File: src/rtl/tune_ctrl_if.sv
// Configuration/datapath bundle for the tuning controller.
// master drives configuration and strobes; slave returns committed NCO settings.
interface tune_ctrl_if;
  logic        cfg_valid;
  logic [15:0] cfg_word;
  logic        sample_tick;
  logic        scan_en;
  logic [15:0] scan_step;
  logic [7:0]  dwell;
  logic [15:0] phase_inc;
  logic [1:0]  gain;
  logic        busy;
  logic        update;

  modport master (
    output cfg_valid, cfg_word, sample_tick, scan_en, scan_step, dwell,
    input  phase_inc, gain, busy, update
  );

  modport slave (
    input  cfg_valid, cfg_word, sample_tick, scan_en, scan_step, dwell,
    output phase_inc, gain, busy, update
  );
endinterface

File: src/rtl/tune_ctrl.sv
// Tuning controller: holds host configuration words until a sample-tick boundary,
// and runs an autonomous band scan of the phase increment when no host word is pending.
module tune_ctrl #(
  parameter logic [15:0] SCAN_LO   = 16'h0400,
  parameter logic [15:0] SCAN_HI   = 16'h1000,
  parameter logic [15:0] RST_PHASE = 16'h0988
) (
  input  logic         CLK,
  input  logic         RSTb,
  tune_ctrl_if.slave   bus
);

  typedef enum logic [1:0] {
    IDLE = 2'd0,
    PEND = 2'd1,
    SCAN = 2'd2
  } state_t;

  state_t      state_q;
  logic [15:0] phase_q;
  logic [1:0]  gain_q;
  logic [15:0] pend_q;
  logic        busy_q;
  logic        update_q;
  logic [7:0]  dwell_cnt_q;

  logic [16:0] scan_sum_d;
  logic [15:0] scan_next_d;

  // Next scan channel: anything outside [SCAN_LO, SCAN_HI] restarts the band at SCAN_LO.
  always_comb begin
    scan_sum_d  = {1'b0, phase_q} + {1'b0, bus.scan_step};
    scan_next_d = scan_sum_d[15:0];
    if ((scan_sum_d > {1'b0, SCAN_HI}) || (scan_sum_d < {1'b0, SCAN_LO})) begin
      scan_next_d = SCAN_LO;
    end else begin
      scan_next_d = scan_sum_d[15:0];
    end
  end

  // Control FSM; a new host word always wins over a same-cycle tick.
  always_ff @(posedge CLK or negedge RSTb) begin
    if (!RSTb) begin
      state_q     <= IDLE;
      phase_q     <= RST_PHASE;
      gain_q      <= 2'b00;
      pend_q      <= 16'h0000;
      busy_q      <= 1'b0;
      update_q    <= 1'b0;
      dwell_cnt_q <= 8'd0;
    end else begin
      update_q <= 1'b0;
      if (bus.cfg_valid) begin
        pend_q  <= bus.cfg_word;
        busy_q  <= 1'b1;
        state_q <= PEND;
      end else begin
        case (state_q)
          IDLE: begin
            if (bus.scan_en) begin
              state_q <= SCAN;
            end else begin
              state_q <= IDLE;
            end
          end
          PEND: begin
            if (bus.sample_tick) begin
              phase_q     <= pend_q;
              gain_q      <= pend_q[1:0];
              busy_q      <= 1'b0;
              dwell_cnt_q <= 8'd0;
              update_q    <= 1'b1;
              state_q     <= bus.scan_en ? SCAN : IDLE;
            end else begin
              state_q <= PEND;
            end
          end
          SCAN: begin
            if (!bus.scan_en) begin
              dwell_cnt_q <= 8'd0;
              state_q     <= IDLE;
            end else if (bus.sample_tick) begin
              if (dwell_cnt_q == bus.dwell) begin
                phase_q     <= scan_next_d;
                dwell_cnt_q <= 8'd0;
                update_q    <= 1'b1;
              end else begin
                dwell_cnt_q <= dwell_cnt_q + 8'd1;
              end
            end else begin
              state_q <= SCAN;
            end
          end
          default: begin
            state_q     <= IDLE;
            busy_q      <= 1'b0;
            dwell_cnt_q <= 8'd0;
          end
        endcase
      end
    end
  end

  assign bus.phase_inc = phase_q;
  assign bus.gain      = gain_q;
  assign bus.busy      = busy_q;
  assign bus.update    = update_q;

endmodule

File: src/flat_wrapper.sv
// flat-port wrapper written by rule: the top's interface ports become plain ports
module tune_ctrl_flat 
#(
  parameter logic [15:0] SCAN_LO   = 16'h0400,
  parameter logic [15:0] SCAN_HI   = 16'h1000,
  parameter logic [15:0] RST_PHASE = 16'h0988
)
  (CLK, RSTb, bus_cfg_valid, bus_cfg_word, bus_sample_tick, bus_scan_en, bus_scan_step, bus_dwell, bus_phase_inc, bus_gain, bus_busy, bus_update);
  tune_ctrl_if bus_i ();
  input  logic CLK;
  input  logic RSTb;
  input wire logic [$bits(bus_i.cfg_valid)-1:0] bus_cfg_valid;
  input wire logic [$bits(bus_i.cfg_word)-1:0] bus_cfg_word;
  input wire logic [$bits(bus_i.sample_tick)-1:0] bus_sample_tick;
  input wire logic [$bits(bus_i.scan_en)-1:0] bus_scan_en;
  input wire logic [$bits(bus_i.scan_step)-1:0] bus_scan_step;
  input wire logic [$bits(bus_i.dwell)-1:0] bus_dwell;
  output wire logic [$bits(bus_i.phase_inc)-1:0] bus_phase_inc;
  output wire logic [$bits(bus_i.gain)-1:0] bus_gain;
  output wire logic [$bits(bus_i.busy)-1:0] bus_busy;
  output wire logic [$bits(bus_i.update)-1:0] bus_update;
  assign bus_i.cfg_valid = bus_cfg_valid;
  assign bus_i.cfg_word = bus_cfg_word;
  assign bus_i.sample_tick = bus_sample_tick;
  assign bus_i.scan_en = bus_scan_en;
  assign bus_i.scan_step = bus_scan_step;
  assign bus_i.dwell = bus_dwell;
  assign bus_phase_inc = bus_i.phase_inc;
  assign bus_gain = bus_i.gain;
  assign bus_busy = bus_i.busy;
  assign bus_update = bus_i.update;
  tune_ctrl #(.SCAN_LO(SCAN_LO), .SCAN_HI(SCAN_HI), .RST_PHASE(RST_PHASE)) u_core (.CLK(CLK), .RSTb(RSTb), .bus(bus_i));
endmodule
File: config.mk
export PLATFORM = sky130hd
export DESIGN_NAME = tune_ctrl_flat
export DESIGN_NICKNAME = d
export VERILOG_FILES = /design/src/rtl/tune_ctrl_if.sv /design/src/rtl/tune_ctrl.sv /design/src/flat_wrapper.sv
export SDC_FILE = /design/constraint.sdc
export NUM_CORES = 1
export LEC_CHECK = 0
export CORE_MARGIN = 2
export CORE_UTILIZATION = 55
export DETAILED_ROUTE_END_ITERATION = 8
export PLACE_DENSITY_LB_ADDON = 0.2
export SLEW_MARGIN = 25
export SYNTH_ARGS = -nofsm -noshare
export SYNTH_HDL_FRONTEND = slang
export SYNTH_SLANG_ARGS = --single-unit
File: constraint.sdc
create_clock -name CLK -period 4.7 [get_ports CLK]
set_input_delay 0.47 -clock CLK [delete_from_list [all_inputs] [get_ports CLK]]
set_output_delay 0.47 -clock CLK [all_outputs]
set_load 0.01 [all_outputs]
; ---- Word-level counts from Yosys, hierarchy flattened
; Cells that the tools add are included.
[totals]
ff_bits = 46
output_inout_bits = 20
word_cells = 58
in_bits = 45
[classes]
reduce_logical = 8
mux = 26
magnitude_cmp = 2
n_eq_ne = 11
n_bitwise = 2
add_sub_neg = 2
[op_table]
columns = cell, n
row1 = 16-bit 2-to-1 mux, 5
row2 = 8-bit 2-to-1 mux, 4
row3 = 16-bit case mux with 2 select lines, 1
row4 = 8-bit case mux with 3 select lines, 1
row5 = 16-bit by 16-bit adder with 17-bit output, 1
row6 = "17-bit by 13-bit greater-than comparator with 1-bit output, second input constant", 1
row7 = "17-bit by 11-bit < comparator with 1-bit output, second input constant", 1
row8 = 2-bit 2-to-1 mux, 5
row9 = "8-bit by 1-bit adder with 8-bit output, second input constant", 1
row10 = 8-bit equality test, 1
row11 = 1-bit 2-to-1 mux, 7
row12 = "2-bit inequality test, second input constant", 3
row13 = "3-bit inequality test, second input constant", 2
row14 = 2-bit case mux with 3 select lines, 1
row15 = 6-bit AND reduction, 1
row16 = "2-bit by 1-bit inequality test with 1-bit output, second input constant", 2
row17 = "4-bit inequality test, second input constant", 1
row18 = 1-bit case mux with 2 select lines, 2
row19 = 4-bit AND reduction, 1
row20 = 3-bit AND reduction, 1
row21 = "2-bit by 1-bit equality test with 1-bit output, second input constant", 1
row22 = "2-bit equality test, second input constant", 1
row23 = 2-bit zero test, 1
row24 = 1-bit inverter, 2
row25 = 4 further kinds, 4

; ---- Longest topological paths before layout
; Gate-level depths: netlist of the first run.
[depth]
ltp_word = 8
ltp_mapped = 10
mapped_depth_nobuf = 10

; ---- Worst setup path before layout of the first run
; Ideal clock, no wire load.
[synth_path]
path_type = input-to-reg
start = in bus_scan_step[0]
end = reg u_core.phase_q[11] (netlist: u_core.bus.phase_inc[11])
n_path_buf = 0
arrival_time_ns = 2.858
required_time_ns = 4.628
setup_time_ns = 0.072
path_stages = 10
setup_slack_ns = 1.770
path_cell_list = ha_1 fa_1 a21o_1 a221o_1 xnor2_1 nand4b_1 a2111oi_2 nand4_1 a211o_1 o21ai_1
[synth_between]
elab_chain_cells = 8
word_cells_on_any_way = 9
cone_classes = 1 x add/sub / 2 x order compare / 5 x mux / 1 x reduce/logical
[synth_lines]
columns = element, line
row1 = "start, declared", flat_wrapper.sv:16  ; input wire logic [$bits(bus_i.scan_step)-1:0] bus_scan_step;
row2 = 16-bit by 16-bit adder with 17-bit output *, tune_ctrl.sv:32  ; scan_sum_d = {1'b0, phase_q} + {1'b0, bus.scan_step};
row3 = 17-bit by 13-bit greater-than comparator with 1-bit output / 17-bit by 11-bit < comparator with 1-bit output (equally long branches), tune_ctrl.sv:34  ; if ((scan_sum_d > {1'b0, SCAN_HI}) || (scan_sum_d < {1'b0, SCAN_LO})) begin
row4 = 1-bit logical OR, tune_ctrl.sv:34
row5 = 16-bit 2-to-1 mux *, tune_ctrl.sv:34
row6 = 16-bit 2-to-1 mux *, tune_ctrl.sv:83  ; if (dwell_cnt_q == bus.dwell) begin
row7 = 16-bit 2-to-1 mux *, tune_ctrl.sv:82  ; end else if (bus.sample_tick) begin
row8 = 16-bit 2-to-1 mux *, tune_ctrl.sv:79  ; if (!bus.scan_en) begin
row9 = 16-bit case mux with 2 select lines *, tune_ctrl.sv:58  ; case (state_q)
row10 = "end signal, assigned", tune_ctrl.sv:68  ; phase_q <= pend_q;
row11 = "end signal, assigned", tune_ctrl.sv:84  ; phase_q <= scan_next_d;
row12 = "end, declared", tune_ctrl.sv:20  ; logic [15:0] phase_q;
; Every way passes the cells marked *; elsewhere a longest branch is shown, timed or not. The select of a mux whose other input is x is not followed.
; A chain may end at the register's enable or synchronous reset.

; ---- Final worst setup path of the first run
[layout_path]
start = in bus_scan_step[0]
end = reg u_core.phase_q[6] (netlist: u_core.bus.phase_inc[6])
; The elaborated chain is that of the path after synthesis.

==> summary.txt, run 1 <==
Routing
  • Drt wl/cell: 15.6 um
  • Initial DRC count: 140
  • Post-DRT Antenna Nets: 0
  • DR vias: 2605
  • Count of TritonRoute iterations in the first routing pass: 4
  • Total Wirelength: ~7 mm
  • # DRC: 0
  • Vias per cell: 5.81

Yosys
  • Adder-Cell Fraction of Synth Area: 9.59%
  • EDFF count, synth: 0
  • #FFs+latches synth: 46
  • Primary FF master, synth: dfrtp_1
  • Syn Std Cell Area: 2950 um2
  • Synth top area cells: dfrtp_1, ha_1, mux2_2
  • Synth cell count leaders: dfrtp_1, nand2_1, a21oi_1
  • Syn Nets: 381
  • Largest family of logic cells by synthesized area: compound AO/OA/AOI/OAI gates
  • Unique masters post-synth: 45
  • Seq/Total Area, Yosys: roughly 39%
  • Synth Area in XOR/XNOR: 5.35%
  • Share of Yosys cell area claimed by the top area cell type: 35.6%
  • Area leader, netlist: dfrtp_1
  • Most numerous cell in the Yosys netlist: dfrtp_1
  • Async set or reset register ratio after synthesis: 100%
  • Synth Area in Compound Gates: 19.8%
  • Post-Synth Simple-Gate Area: 16.6%
  • Warnings from Yosys: 0
  • Mapped Avg Cell Area: 9.39 um2
  • Multiplexer area fraction after synthesis: between 6 and 7%
  • Synth Instances: 314

Floorplanning
  • Ports: 65
  • Die area: between 5000 and 6000 um2
  • Die H: about 77 um
  • Cell row count: 26
  • Core Region: slightly above 5000 um2
  • Initial Utilization: 57.4%
  • DIE WIDTH: ~77 um

CTS
  • Clk slew on worst S/H paths: 0.09 ns
  • Clock latency on the worst-skew pair: 0.30 ns
  • Post-CTS Hold Buffers: 0
  • Post-CTS setup buffers: 0
  • TritonCTS Buffers: 5
  • CTS Buffer Depth: 2
  • Post_cts resized: 0
  • TritonCTS clock tree: done
  • Clock sink count: 46
  • H-tree depth: 2
  • Clk root buf: clkbuf_8

Status
  • Run status: finished clean

Worst setup path
  • Worst setup path start: bus_scan_step[0]
  • Crit-path cells: clkdlybuf4s50_1 > ha_1 > fa_1 > a21o_1 > a221o_1 > xnor2_1 > nand4b_1 > a2111oi_2 > nand4_1 > a211o_1 > o21ai_1
  • Worst path slowest cell: fa_1
  • CP max stage delay: 0.42 ns
  • Req. time, crit path: 4.91 ns
  • Crit Path Max Fanout: 8
  • Critical R2R Launch: u_core.bus.phase_inc[0]$_DFFE_PN0P_
  • Setup crit end kind: register
  • Setup Crit Path Kind: in2reg
  • CP startpoint kind: primary input
  • Arr. time, crit path: 3.66 ns

Place
  • IO Port Bufs: 64
  • DP Area: between 3000 and 4000 um2
  • Post-detail-place hpwl: 5.39 mm
  • GP Congestion: 0.904

GRT
  • Largest net degree at the start of global routing: 47
  • Global Route Usage Sum: 24.8%
  • Initial antenna violation count: 0
  • Aggregate global routing overflow: 0
  • First-pass GRT wire length: 12.1 mm
  • Vias in the first global route: approximately 2.6k

Pwr
  • Clock share of power: 20.5%
  • Total chip power: between 1 and 1.5 mW
  • VDD IR max: 0.257 mV
  • Net Sw Frac: 35.5%
  • Internal Power: 946 uW
  • Sequential power share: 35.5%
  • Net Switching: 521 uW
  • Leak: 1.58 nW
  • Combinational share of power: 43.9%
  • Pwr/cell area: 390 nW/um2

Layout
  • Final nets: 444
  • Multi-input gate area: 1710 um2
  • Reg area: 1160 um2
  • ANT cells: 0
  • Filler cells: 417
  • Final Util: 73.2%
  • Layout cells sized above 1: 8.99%
  • Post-route cell area: 3760 um2
  • Area Growth Syn to Fin: 27.7%

Timing
  • Max Clk Rate: 0.290 GHz
  • Layout Skew: roughly 0.011 ns
  • Setup violations, final: 0
  • Final Cycle Share: 73.4%
  • Period minus WS final: 3.45 ns
  • Slew Limit Fails: 0
  • Slew margin rel.: 49.0%
  • Worst-margin pin slew: 0.765 ns
  • Hold Fails Final Rpt: 0
  • Unrepaired setup endpoints after global routing: no
  • Final setup TNS: 0 ns

Flow run
  • Max-cap violations: 0

Hold path
  • Tightest Hold Check Type: in2async
-- registers in the layout (all words and copies together), names as in the netlist --
| signal | count |
|---|---|
| u_core.bus.busy | 1 |
| u_core.bus.update | 1 |
| u_core.dwell_cnt_q | 8 |
| u_core.state_q | 2 |
| u_core.pend_q | 16 |
| u_core.bus.gain | 2 |
| u_core.bus.phase_inc | 16 |
-- logic make-up after synthesis --
group,count (synthesis)
compound gates,95
simple gates,94
flops,46
fa+ha+maj,22
buf+inv,21
xor+xnor,18
mux,18
-- worst paths after layout --
| check | to | slack, ns | cells after the start |
|---|---|---|---|
| setup / recovery | u_core.bus.phase_inc[6]$_DFFE_PN0P_ | 1.25 | 11 |
| hold / removal | u_core.dwell_cnt_q[0]$_DFFE_PN0P_ | 0.16 | 1 |
| setup reg to reg | u_core.bus.phase_inc[6]$_DFFE_PN0P_ | 1.39 | 10 |
| hold reg to reg | u_core.pend_q[2]$_DFFE_PN0P_ | 0.51 | 1 |
| max in group asynchronous | u_core.bus.update$_DFF_PN0_ | 4.14 | 1 |
| min in group CLK | u_core.pend_q[2]$_DFFE_PN0P_ | 0.51 | 1 |
-- cells in the final DEF, fill, tap and decap left out, types with 3 or more instances in the layout --
cell type,n
xnor2_1,13
a211o_1,5
and3_1,4
a2111oi_0,3
nand2_1,29
nand3_1,9
xor2_1,5
a31oi_1,3
nand4_1,6
a21boi_0,3
nor3b_1,10
mux2_2,17
clkbuf_8,6
a21oi_1,28
ha_1,21
nand2b_1,6
or3_1,3
clkdlybuf4s50_1,63
o21ai_0,24
o21ai_1,10
dfstp_2,4
nor2_1,13
a21o_1,6
dfrtp_1,42
inv_1,12
-- stage by stage --
step | hold WS, ns | setup slack, ns | instances
after floorplan | 0.174 | 1.77 | 314
after global placement | 0.483 | 1.13 | 440
after detailed placement | 0.488 | 0.965 | 440
after CTS | 0.366 | 1.26 | 448
after global routing | 0.201 | 1.06 | 448
final | 0.158 | 1.25 | 448
-- worst max-delay path, delay by kind of cell --
family	cells	cell delay (ns)
AOI/OAI and AO/OA	5	1.54
and+or+nand+nor	2	0.36
adders and majority gates	2	0.64
buffers and inverters	1	0.41
xor gates and xnor gates	1	0.25
-- routing by layer --
layer  GRT usage, %  vias to the layer above  wire length [um]
met3           3.06                        6               276
met1           33.7                     1252              3070
met4           4.29                        0                41
met5              0                        -                 0
li1               -                     1279                 -
met2           43.2                       68              3590
-- power groups by stage --
stage	sequential [mW]	combinational, mW	clock (mW)
6_report	0.521	0.644	0.301
2_1_floorplan	0.533	0.388	0
3_5_place_dp	0.527	0.638	0
3_3_place_gp	0.523	0.620	0
4_1_cts	0.520	0.643	0.308
5_1_grt	0.529	0.710	0.326
-- final cells by class --
| class | instances | share of cell area [%] |
|---|---|---|
| clock buffer | 7 | 2.29 |
| clock inverter | 1 | 0.798 |
| inverter | 12 | 1.20 |
| multi-input combinational | 247 | 45.5 |
| sequential | 46 | 30.7 |
| tap | 70 | 2.33 |
| timing repair buffer | 65 | 17.1 |
Note: power is estimated with default switching activity, not from simulation.
==> inputs of run 2 (changes only) <==
--- a/config.mk
+++ b/config.mk
@@ -6,7 +6,7 @@
 export NUM_CORES = 1
 export LEC_CHECK = 0
 export CORE_MARGIN = 2
-export CORE_UTILIZATION = 55
+export CORE_UTILIZATION = 51
 export DETAILED_ROUTE_END_ITERATION = 8
 export PLACE_DENSITY_LB_ADDON = 0.2
 export SLEW_MARGIN = 25
==> constraint.sdc (replaced) <==
create_clock -name CLK -period 3.4 [get_ports CLK]
set_input_delay 0.34 -clock CLK [delete_from_list [all_inputs] [get_ports CLK]]
set_output_delay 0.34 -clock CLK [all_outputs]
set_load 0.01 [all_outputs]
==> run 2 against run 1 <==
Cell area rose by 1.6%; sequential share of layout area fell by 0.48 points; total power increased by 43%; register-to-register slack worse by 1.1 ns; global-route usage decreased by 2.3 points; count of clock-buffer cells in the layout shrank 1; worst setup slack got worse by 1.0 ns; critical path type unchanged; highest routed layer unchanged.
==> summary.txt, run 2 (synthesized netlist as in run 1, its figures left out) <==
Layout
  • Layout Cells excl Fill: 454
  • Multi-input gate area: 1720 um2
  • Final nets: 448
  • Reg area: 1160 um2
  • Filler cells: 460
  • Area Growth Syn to Fin: 29.7%
  • ANT cells: 0
  • Commonest cells after routing, fill and taps aside: clkdlybuf4s50_1, dfrtp_1, nand2_1, a21oi_1, o21ai_0
  • Most common cell after layout, fill and taps aside: clkdlybuf4s50_1
  • Layout cells sized above 1: around a tenth

CTS
  • TritonCTS clock tree: done
  • Clock latency on the worst-skew pair: 0.29 ns
  • Clock sink count: 46
  • Clk slew on worst S/H paths: about 0.09 ns
  • H-tree depth: 2
  • CTS Buffer Depth: 2
  • TritonCTS Buffers: 5
  • Clk root buf: clkbuf_8

Timing
  • Period minus WS final: ~3.2 ns
  • Setup ws final: 0.231 ns
  • Worst-margin pin slew: between 0.7 and 0.8 ns
  • Setup violations, final: 0
  • Hold Fails Final Rpt: 0
  • Slew Limit Fails: 0
  • Unrepaired setup endpoints after global routing: no
  • Final Cycle Share: 93.2%
  • Slew margin rel.: between 50% and 60%
  • Final setup TNS: 0 ns
  • Max Clk Rate: approximately 0.32 GHz
  • Layout Skew: 0.00576 ns

Floorplanning
  • Ports: 65
  • Die H: 80.0 um
  • Initial Utilization: 53.2%
  • DIE WIDTH: 80.0 um
  • Core Region: 5540 um2
  • Cell row count: 27
  • Die area: 6410 um2

Worst setup path
  • Crit path max-delay family: compound AO/OA/AOI/OAI gates
  • Critical R2R Launch: u_core.bus.phase_inc[0]$_DFFE_PN0P_
  • Setup crit end kind: register
  • Worst path slowest cell: clkdlybuf4s50_1
  • CP startpoint kind: primary input
  • R2R cell count: 10
  • CP max stage delay: between 0.4 and 0.5 ns
  • Crit-path cells: clkdlybuf4s50_1 > ha_1 > fa_1 > a21o_1 > a221o_1 > xnor2_1 > nand4b_1 > a2111oi_2 > nand4_1 > a211o_2 > o21ai_1
  • Arr. time, crit path: 3.39 ns
  • Worst reg2reg path endpoint: u_core.bus.phase_inc[1]$_DFFE_PN0P_
  • Setup Crit Path Kind: in2reg
  • Crit Path Max Fanout: 8
  • Req. time, crit path: 3.62 ns
  • Reg2Reg Setup Slack: 0.26 ns
  • CP bufs+invs: 1

Pwr
  • Leak: 1.61 nW
  • VDD IR max: about 0.32 mV
  • Pwr/cell area: roughly 550 nW/um2

GRT
  • Aggregate global routing overflow: 0
  • Global Route Usage Sum: 22.5%
  • Largest net degree at the start of global routing: 47
  • Vias in the first global route: around 2.6k
  • First-pass GRT wire length: 11.4 mm
  • Initial antenna violation count: 0

Place
  • IO Port Bufs: 64
  • Pre-CTS setup slack: -0.0755 ns
  • Dpl cells: 446
  • GP Congestion: roughly 0.95
  • Post-detail-place hpwl: between 5 and 6 mm

Routing
  • # DRC: 0
  • DR vias: 2617
  • Post-DRT Antenna Nets: 0
  • Count of TritonRoute iterations in the first routing pass: 4
  • Total Wirelength: 6.62 mm
  • Drt wl/cell: 14.6 um
  • Initial DRC count: 143
  • Vias per cell: roughly 5.8

Flow run
  • Max-cap violations: 0

Status
  • Run status: finished clean

Hold path
  • Tightest Hold Check Type: in2async
==> run 2: how the worst max path moves through the flow <==
stage	from	cells past startpoint	to
final	bus_scan_step[0]	11	u_core.bus.phase_inc[1]$_DFFE_PN0P_
after floorplan	u_core.bus.phase_inc[0]$_DFFE_PN0P_	10	u_core.bus.phase_inc[11]$_DFFE_PN1P_
after global routing	bus_scan_step[0]	11	u_core.bus.phase_inc[0]$_DFFE_PN0P_
after CTS	bus_scan_step[0]	11	u_core.bus.phase_inc[1]$_DFFE_PN0P_
after detailed placement	bus_scan_step[0]	11	u_core.bus.phase_inc[1]$_DFFE_PN0P_
after global placement	bus_scan_step[0]	11	u_core.bus.phase_inc[11]$_DFFE_PN1P_
==> run 2: metrics by stage <==
step / hold slack [ns] / util [%] / area, um2 / power (mW)
after floorplan: 0.0444 / - / 2950 / 1.27
after global placement: 0.482 / 66.4 / 3680 / 1.60
after detailed placement: 0.488 / 66.4 / 3680 / 1.62
after CTS: 0.246 / 69.0 / 3820 / 2.12
after global routing: 0.0779 / 69.0 / 3820 / 2.25
final: 0.0411 / 69.0 / 3820 / 2.10
==> run 2: layout make-up <==
| type | count | area share (%) |
|---|---|---|
| Multi-Input combinational cell | 247 | 44.8 |
| Sequential cell | 46 | 30.2 |
| Timing Repair Buffer | 69 | 17.7 |
| Tap cell | 72 | 2.36 |
| Clock buffer | 6 | 2.16 |
| Clock inverter | 2 | 1.57 |
| Inverter | 12 | 1.18 |
==> run 2: what timing repair did <==
item	4_1_cts	5_1_grt
resized for setup	0	1
hold buffers	0	0
endpoints found under the setup margin	0	3
setup buffers	0	0
==> run 2: where the power goes <==
part | switching, mW | internal [mW]
Combinational | 0.459 | 0.440
Sequential | 0.0747 | 0.641
Clock | 0.177 | 0.313
Total | 0.711 | 1.39
==> run 2: layer usage <==
layer  vias up  track usage (%)  wire (um)
li1       1291                -          -
met5         -                0          0
met2        75             38.0       3220
met3         7             3.39        274
met4         0             6.78         99
met1      1244             29.8       3030
